--- config.mk ---
export PLATFORM = sky130hd
export DESIGN_NAME = fetch_sequencer
export DESIGN_NICKNAME = d
export VERILOG_FILES = /design/src/rtl/fetch_pkg.sv /design/src/rtl/fetch_queue.sv /design/src/rtl/fetch_sequencer.sv
export SDC_FILE = /design/constraint.sdc
export NUM_CORES = 1
export LEC_CHECK = 0
export ABC_AREA = 1
export CORE_ASPECT_RATIO = 0.75
export CORE_MARGIN = 8
export CORE_UTILIZATION = 30
export DETAILED_ROUTE_END_ITERATION = 8
export PLACE_DENSITY = 0.61
export SYNTH_ARGS = -nofsm -noshare
export SYNTH_HDL_FRONTEND = slang
export SYNTH_HIERARCHICAL = 1
export SYNTH_SLANG_ARGS = --single-unit
--- constraint.sdc ---
create_clock -name clk -period 2.4 [get_ports clk]
set_input_delay 0.24 -clock clk [delete_from_list [all_inputs] [get_ports clk]]
set_output_delay 0.24 -clock clk [all_outputs]
set_load 0.05 [all_outputs]
--- src/rtl/fetch_pkg.sv ---
// Shared types for the fetch sequencer: FSM states,
// default widths and the prefetch queue entry layout.
package fetch_pkg;

    localparam int FETCH_ADDR_W  = 4;
    localparam int FETCH_INSTR_W = 16;
    localparam int FETCH_DEPTH   = 2;

    typedef enum logic [1:0] {
        IDLE = 2'd0,
        WAIT = 2'd1,
        DROP = 2'd2
    } fetch_state_t;

    typedef struct packed {
        logic [FETCH_ADDR_W-1:0]  addr;
        logic [FETCH_INSTR_W-1:0] instr;
    } fetch_entry_t;

endpackage

--- src/rtl/fetch_queue.sv ---
// DEPTH-entry FIFO of fetched {addr, instr} pairs.
// Ports: push_i/entry_i write, pop_i read, flush_i
// empties, head_o is the oldest entry, count_o its fill.
import fetch_pkg::*;

module fetch_queue #(
    parameter int DEPTH = FETCH_DEPTH,
    localparam int PW = (DEPTH > 1) ? $clog2(DEPTH) : 1,
    localparam int CW = $clog2(DEPTH + 1)
) (
    input  logic         clk,
    input  logic         rst_n,
    input  logic         push_i,
    input  fetch_entry_t entry_i,
    input  logic         pop_i,
    input  logic         flush_i,
    output fetch_entry_t head_o,
    output logic [CW-1:0] count_o
);

    fetch_entry_t    mem_q [DEPTH];
    logic [PW-1:0]   rd_q;
    logic [PW-1:0]   wr_q;
    logic [CW-1:0]   cnt_q;

    function automatic logic [PW-1:0] inc(
        input logic [PW-1:0] p
    );
        return (p == PW'(DEPTH - 1)) ? '0 : p + PW'(1);
    endfunction

    always_ff @(posedge clk) begin
        if (!rst_n) begin
            rd_q  <= '0;
            wr_q  <= '0;
            cnt_q <= '0;
            for (int i = 0; i < DEPTH; i++) begin
                mem_q[i] <= '0;
            end
        end else if (flush_i) begin
            rd_q  <= '0;
            wr_q  <= '0;
            cnt_q <= '0;
        end else begin
            if (push_i) begin
                mem_q[wr_q] <= entry_i;
                wr_q        <= inc(wr_q);
            end
            if (pop_i) begin
                rd_q <= inc(rd_q);
            end
            unique case ({push_i, pop_i})
                2'b10:   cnt_q <= cnt_q + CW'(1);
                2'b01:   cnt_q <= cnt_q - CW'(1);
                default: cnt_q <= cnt_q;
            endcase
        end
    end

    assign head_o  = mem_q[rd_q];
    assign count_o = cnt_q;

endmodule

--- src/rtl/fetch_sequencer.sv ---
// Fetch sequencer: drives the PC register's next value,
// issues one imem read per PC, queues results for decode.
// Ports: pc_i/next_o PC loop, imem_* memory read,
// instr_* decode handshake, redirect_* branch/jump.
import fetch_pkg::*;

module fetch_sequencer #(
    parameter int ADDR_W  = FETCH_ADDR_W,
    parameter int INSTR_W = FETCH_INSTR_W,
    parameter int DEPTH   = FETCH_DEPTH
) (
    input  logic               clk,
    input  logic               rst_n,
    input  logic [ADDR_W-1:0]  pc_i,
    output logic [ADDR_W-1:0]  next_o,
    output logic               imem_req_o,
    output logic [ADDR_W-1:0]  imem_addr_o,
    input  logic               imem_ack_i,
    input  logic [INSTR_W-1:0] imem_rdata_i,
    output logic               instr_valid_o,
    input  logic               instr_ready_i,
    output logic [INSTR_W-1:0] instr_o,
    output logic [ADDR_W-1:0]  instr_pc_o,
    input  logic               redirect_i,
    input  logic [ADDR_W-1:0]  redirect_addr_i
);

    localparam int CW = $clog2(DEPTH + 1);

    fetch_state_t      state_q;
    fetch_state_t      state_d;
    logic [ADDR_W-1:0] addr_q;
    logic [ADDR_W-1:0] addr_d;
    logic [CW-1:0]     count;
    fetch_entry_t      head;
    fetch_entry_t      entry;
    logic              push;
    logic              pop;
    logic              valid;
    logic              space_now;
    logic              space_after;

    assign valid     = (count != '0);
    assign pop       = valid & instr_ready_i;
    assign space_now = (count < CW'(DEPTH));
    // After a push, room remains if decode also pops
    // or the queue held fewer than DEPTH-1 entries.
    assign space_after = pop | (count < CW'(DEPTH - 1));

    assign entry.addr  = addr_q;
    assign entry.instr = imem_rdata_i;

    always_ff @(posedge clk) begin
        if (!rst_n) begin
            state_q <= IDLE;
            addr_q  <= '0;
        end else begin
            state_q <= state_d;
            addr_q  <= addr_d;
        end
    end

    always_comb begin
        state_d = state_q;
        addr_d  = addr_q;
        push    = 1'b0;
        unique case (state_q)
            IDLE: begin
                if (!redirect_i && space_now) begin
                    state_d = WAIT;
                    addr_d  = pc_i;
                end
            end
            WAIT: begin
                if (imem_ack_i) begin
                    if (redirect_i) begin
                        state_d = IDLE;
                    end else begin
                        push = 1'b1;
                        if (space_after) begin
                            addr_d = pc_i + ADDR_W'(1);
                        end else begin
                            state_d = IDLE;
                        end
                    end
                end else if (redirect_i) begin
                    // Response still owed by memory.
                    state_d = DROP;
                end
            end
            DROP: begin
                if (imem_ack_i) begin
                    state_d = IDLE;
                end
            end
            default: state_d = IDLE;
        endcase
    end

    always_comb begin
        next_o = pc_i;
        if (!rst_n) begin
            next_o = '0;
        end else if (redirect_i) begin
            next_o = redirect_addr_i;
        end else if (state_q == WAIT && imem_ack_i) begin
            next_o = pc_i + ADDR_W'(1);
        end
    end

    fetch_queue #(
        .DEPTH(DEPTH)
    ) u_queue (
        .clk     (clk),
        .rst_n   (rst_n),
        .push_i  (push),
        .entry_i (entry),
        .pop_i   (pop),
        .flush_i (redirect_i),
        .head_o  (head),
        .count_o (count)
    );

    assign imem_req_o    = (state_q != IDLE);
    assign imem_addr_o   = addr_q;
    assign instr_valid_o = valid;
    assign instr_o       = valid ? head.instr : '0;
    assign instr_pc_o    = valid ? head.addr : '0;

endmodule
==> Implementation_results.wiki <==
{| class="wikitable"
! Metric !! Value
|-
| Run status || completed
|-
| Core region area || 8930 µm²
|-
| Netlist cell types || 28
|-
| GRT overflow || 0
|-
| Net count, final || 388
|-
| Number of instances in the placed design || 462
|-
| Number of cells produced by synthesis || 292
|-
| Class of the worst hold path || reg2reg
|-
| Highest clock rate || 508 MHz
|-
| Clock transition at the register clock pins on the worst setup and hold paths after CTS || 60 ps
|-
| Clock tree from TritonCTS || built
|-
| Critical path fanouts, max || 4
|-
| Remaining number of nets flagged by the antenna check after routing || 0
|-
| Synthesized area || 2730 µm²
|-
| Post-DR wirelength/cell || about 13 µm
|-
| Antenna diodes || 0
|-
| Core utilization of the finished layout || 43.1%
|-
| Endpoint arrival time on the critical path || roughly 1700 ps
|-
| Postcts setup bufs || 0
|-
| Clock tree root driver cell || clkbuf_16
|-
| Largest net degree at the start of global routing || 22
|-
| Area overhead of the layout relative to synthesis || 41.2%
|-
| Worst setup path category || reg2out
|-
| Die ar. || 12,400 µm²
|-
| Worst VDD drop || 0.269 mV
|-
| Starting Density || 30.5%
|-
| Required time reported for the critical path endpoint || 2160 ps
|-
| First-pass GRT wire length || 9.74 mm
|-
| Least-Margin Pin Slew || 512 ps
|-
| Largest stage delay, worst path || between 400 and 500 ps
|-
| Total number of clock tree sinks || 51
|-
| Antenna violations before repair || 0
|-
| Placed wire-length estimate after detailed placement || around 4.4 mm
|-
| Final Non-Filler Cells || 470
|-
| Share of the clock period used by the worst path after layout || approximately 80%
|-
| Number of placement rows || 30
|-
| Power density cells || 550 nW/µm²
|-
| Type of destination of the critical path || output port
|-
| Fraction of the yosys area taken by sequential cells || 52.1%
|-
| Number of setup violations in the final report || 0
|-
| # fillers || around 870
|-
| Clock latency reported for the late side of the worst-skew pair || 290 ps
|-
| Number of detailed-route iterations in the first pass || 4
|-
| Vias in the first global route || 2,012
|-
| Top-Level Pins || 59
|-
| Final sum of negative setup slack || 0 ps
|-
| Final slew viol count || 0
|-
| Post-Syn Nets || 323
|-
| Buffers on Ports || 58
|-
| Die height || about 99 µm
|-
| Number of hold buffers added after cts || 0
|-
| Synthesized flop and latch total || 51
|-
| Number of maximum-capacitance violations || 0
|-
| Synthesis Warnings || 6
|-
| Multi-input combinational cell area || 1020 µm²
|-
| Number of buffers inserted during clock tree synthesis || 5
|-
| Fraction of layout instances using a drive strength above 1 || 26.8%
|-
| Number of H-tree levels || 2
|-
| Clock Skew || 7.84 ps
|-
| Relative max-transition margin || 65.7%
|-
| DR vias || 1,986
|-
| RePlAce Congestion || 0.803
|-
| Fin crit period || 1970 ps
|-
| Final hold violations || 0
|-
| Maximum number of buffers from clock root to sink || 2
|-
| Post-detailed-routing wire length || 5.88 mm
|-
| Standard cell with the maximum stage delay on the critical path || dfxtp_1
|-
| Buf+Inv Stages, Crit Path || 2
|-
| Total power after layout || about 2.1 mW
|-
| CP Cell Sequence || inv_2, nor2_8, nand2_4, nor2_2, nand2_1, a31oi_1, buf_12
|-
| Vias per inst || 4.23
|-
| Kind of cell adding the most delay to the critical path || simple AND/OR/NAND/NOR gates
|-
| DRC violations left || 0
|-
| Standby leakage power || 1.61 nW
|-
| Average size of a mapped cell || 9.34 µm²
|-
| Setup repair after global routing missed its margin || no
|-
| DRC violation total after the first TritonRoute iteration || 93
|-
| Startpoint type of the worst setup path || register
|-
| Area used by sequential logic in the layout || about 1400 µm²
|-
| GRT Util Overall || around 9.7%
|-
| Overall die width || approximately 130 µm
|-
| Post-cts repair resize count || 0
|}
-- placed cells by master (no fill, tap or decap), drive strengths merged, types with 2 or more instances in the layout --
cell type / Yosys / routed
a21oi: 5 / 5
buf: 8 / 32
clkbuf: 0 / 6
clkdlybuf4s50: 0 / 34
dfxtp: 11 / 11
edfxtp: 40 / 40
ha: 2 / 2
inv: 59 / 59
mux2: 20 / 20
nand2: 36 / 36
nand3: 6 / 6
nand3b: 2 / 2
nand4: 2 / 2
nor2: 84 / 84
nor3: 3 / 3
o21ai: 8 / 8
xnor2: 2 / 2
-- cell type report --
class,instances,area share (%)
flip-flops and latches,51,36.9
clock inverters,2,0.975
repair buffers,66,22.9
inverters,59,5.75
clock buffers,6,3.35
multi-input cells,174,26.5
well taps,112,3.64
-- sequential cells by signal, summed over array words and instances, names as in the netlist, named ones only --
register         cells
imem_addr_o          4
u_queue/mem_q       40
u_queue/wr_q         1
state_q              2
u_queue/rd_q         1
u_queue/count_o      2
-- cell families (layout without fill, tap and decap cells) --
group / after synthesis / count (layout) / share of synthesized area, %
mux: 20 / 20 / 8.26
flops: 51 / 51 / 52.1
xor+xnor: 3 / 3 / 0.964
simple gates: 134 / 134 / 24.3
compound gates: 15 / 15 / 2.89
fa+ha+maj: 2 / 2 / 0.918
buf+inv: 67 / 133 / 10.5
-- metal layers --
metal  track usage [%]  part of all wire (%)
met5                 0                     0
met4              2.49                  0.65
met3              4.31                   7.3
met2              16.2                    48
met1              11.0                    44
-- Yosys cell counts --
cell type | instances | area share, %
xor2_1 | 1 | 0.32
nand3_1 | 5 | 0.92
nor2_1 | 59 | 8.1
a21oi_1 | 5 | 0.92
inv_2 | 4 | 0.55
buf_6 | 4 | 1.7
nand2_2 | 2 | 0.46
nor2_8 | 1 | 0.73
nor2_4 | 2 | 0.83
o211ai_1 | 1 | 0.28
dfxtp_1 | 11 | 8.1
nand4_1 | 2 | 0.46
o21ai_1 | 1 | 0.18
a31oi_1 | 1 | 0.23
nand2_4 | 4 | 1.7
mux2_2 | 20 | 8.3
nand3b_1 | 2 | 0.55
nand2_1 | 30 | 4.1
o21ai_0 | 7 | 1.3
inv_1 | 55 | 7.6
ha_1 | 2 | 0.92
nand3_4 | 1 | 0.64
edfxtp_1 | 40 | 44
nor2_2 | 22 | 5.0
or2_2 | 1 | 0.23
nor3_1 | 3 | 0.55
xnor2_1 | 2 | 0.64
buf_2 | 4 | 0.73
-- per-stage QoR --
step	area (µm²)	setup slack, ps	hold WS, ps
floorplan	2730	329	317
global placement	3680	396	495
detailed placement	3680	347	507
CTS	3850	399	521
global route	3850	267	537
finish	3850	431	520
-- tightest hold or removal path: cells and delay by family (launching register included) --
| family | cells | cell delay, ps |
|---|---|---|
| flip-flops | 1 | 350 |
| AND/OR/NAND/NOR | 1 | 90 |
| AO/OA/AOI/OAI | 1 | 50 |
-- report_power, final --
part	total [mW]	switching, mW	internal (mW)
clock network	0.786	0.294	0.492
logic	0.332	0.191	0.141
registers	1.00	0.0158	0.985
-- final timing paths --
check                                    start             endpoint  cells past startpoint  slack (ps)
worst max-delay path                state_q[0]            next_o[1]                      7         430
worst min-delay path            imem_addr_o[0]       imem_addr_o[0]                      2         520
worst min register to register  imem_addr_o[0]       imem_addr_o[0]                      2         520
worst max register to register      state_q[0]  u_queue/mem_q[0][9]                      9         610
No activity file was read; power rests on OpenSTA's default activity.
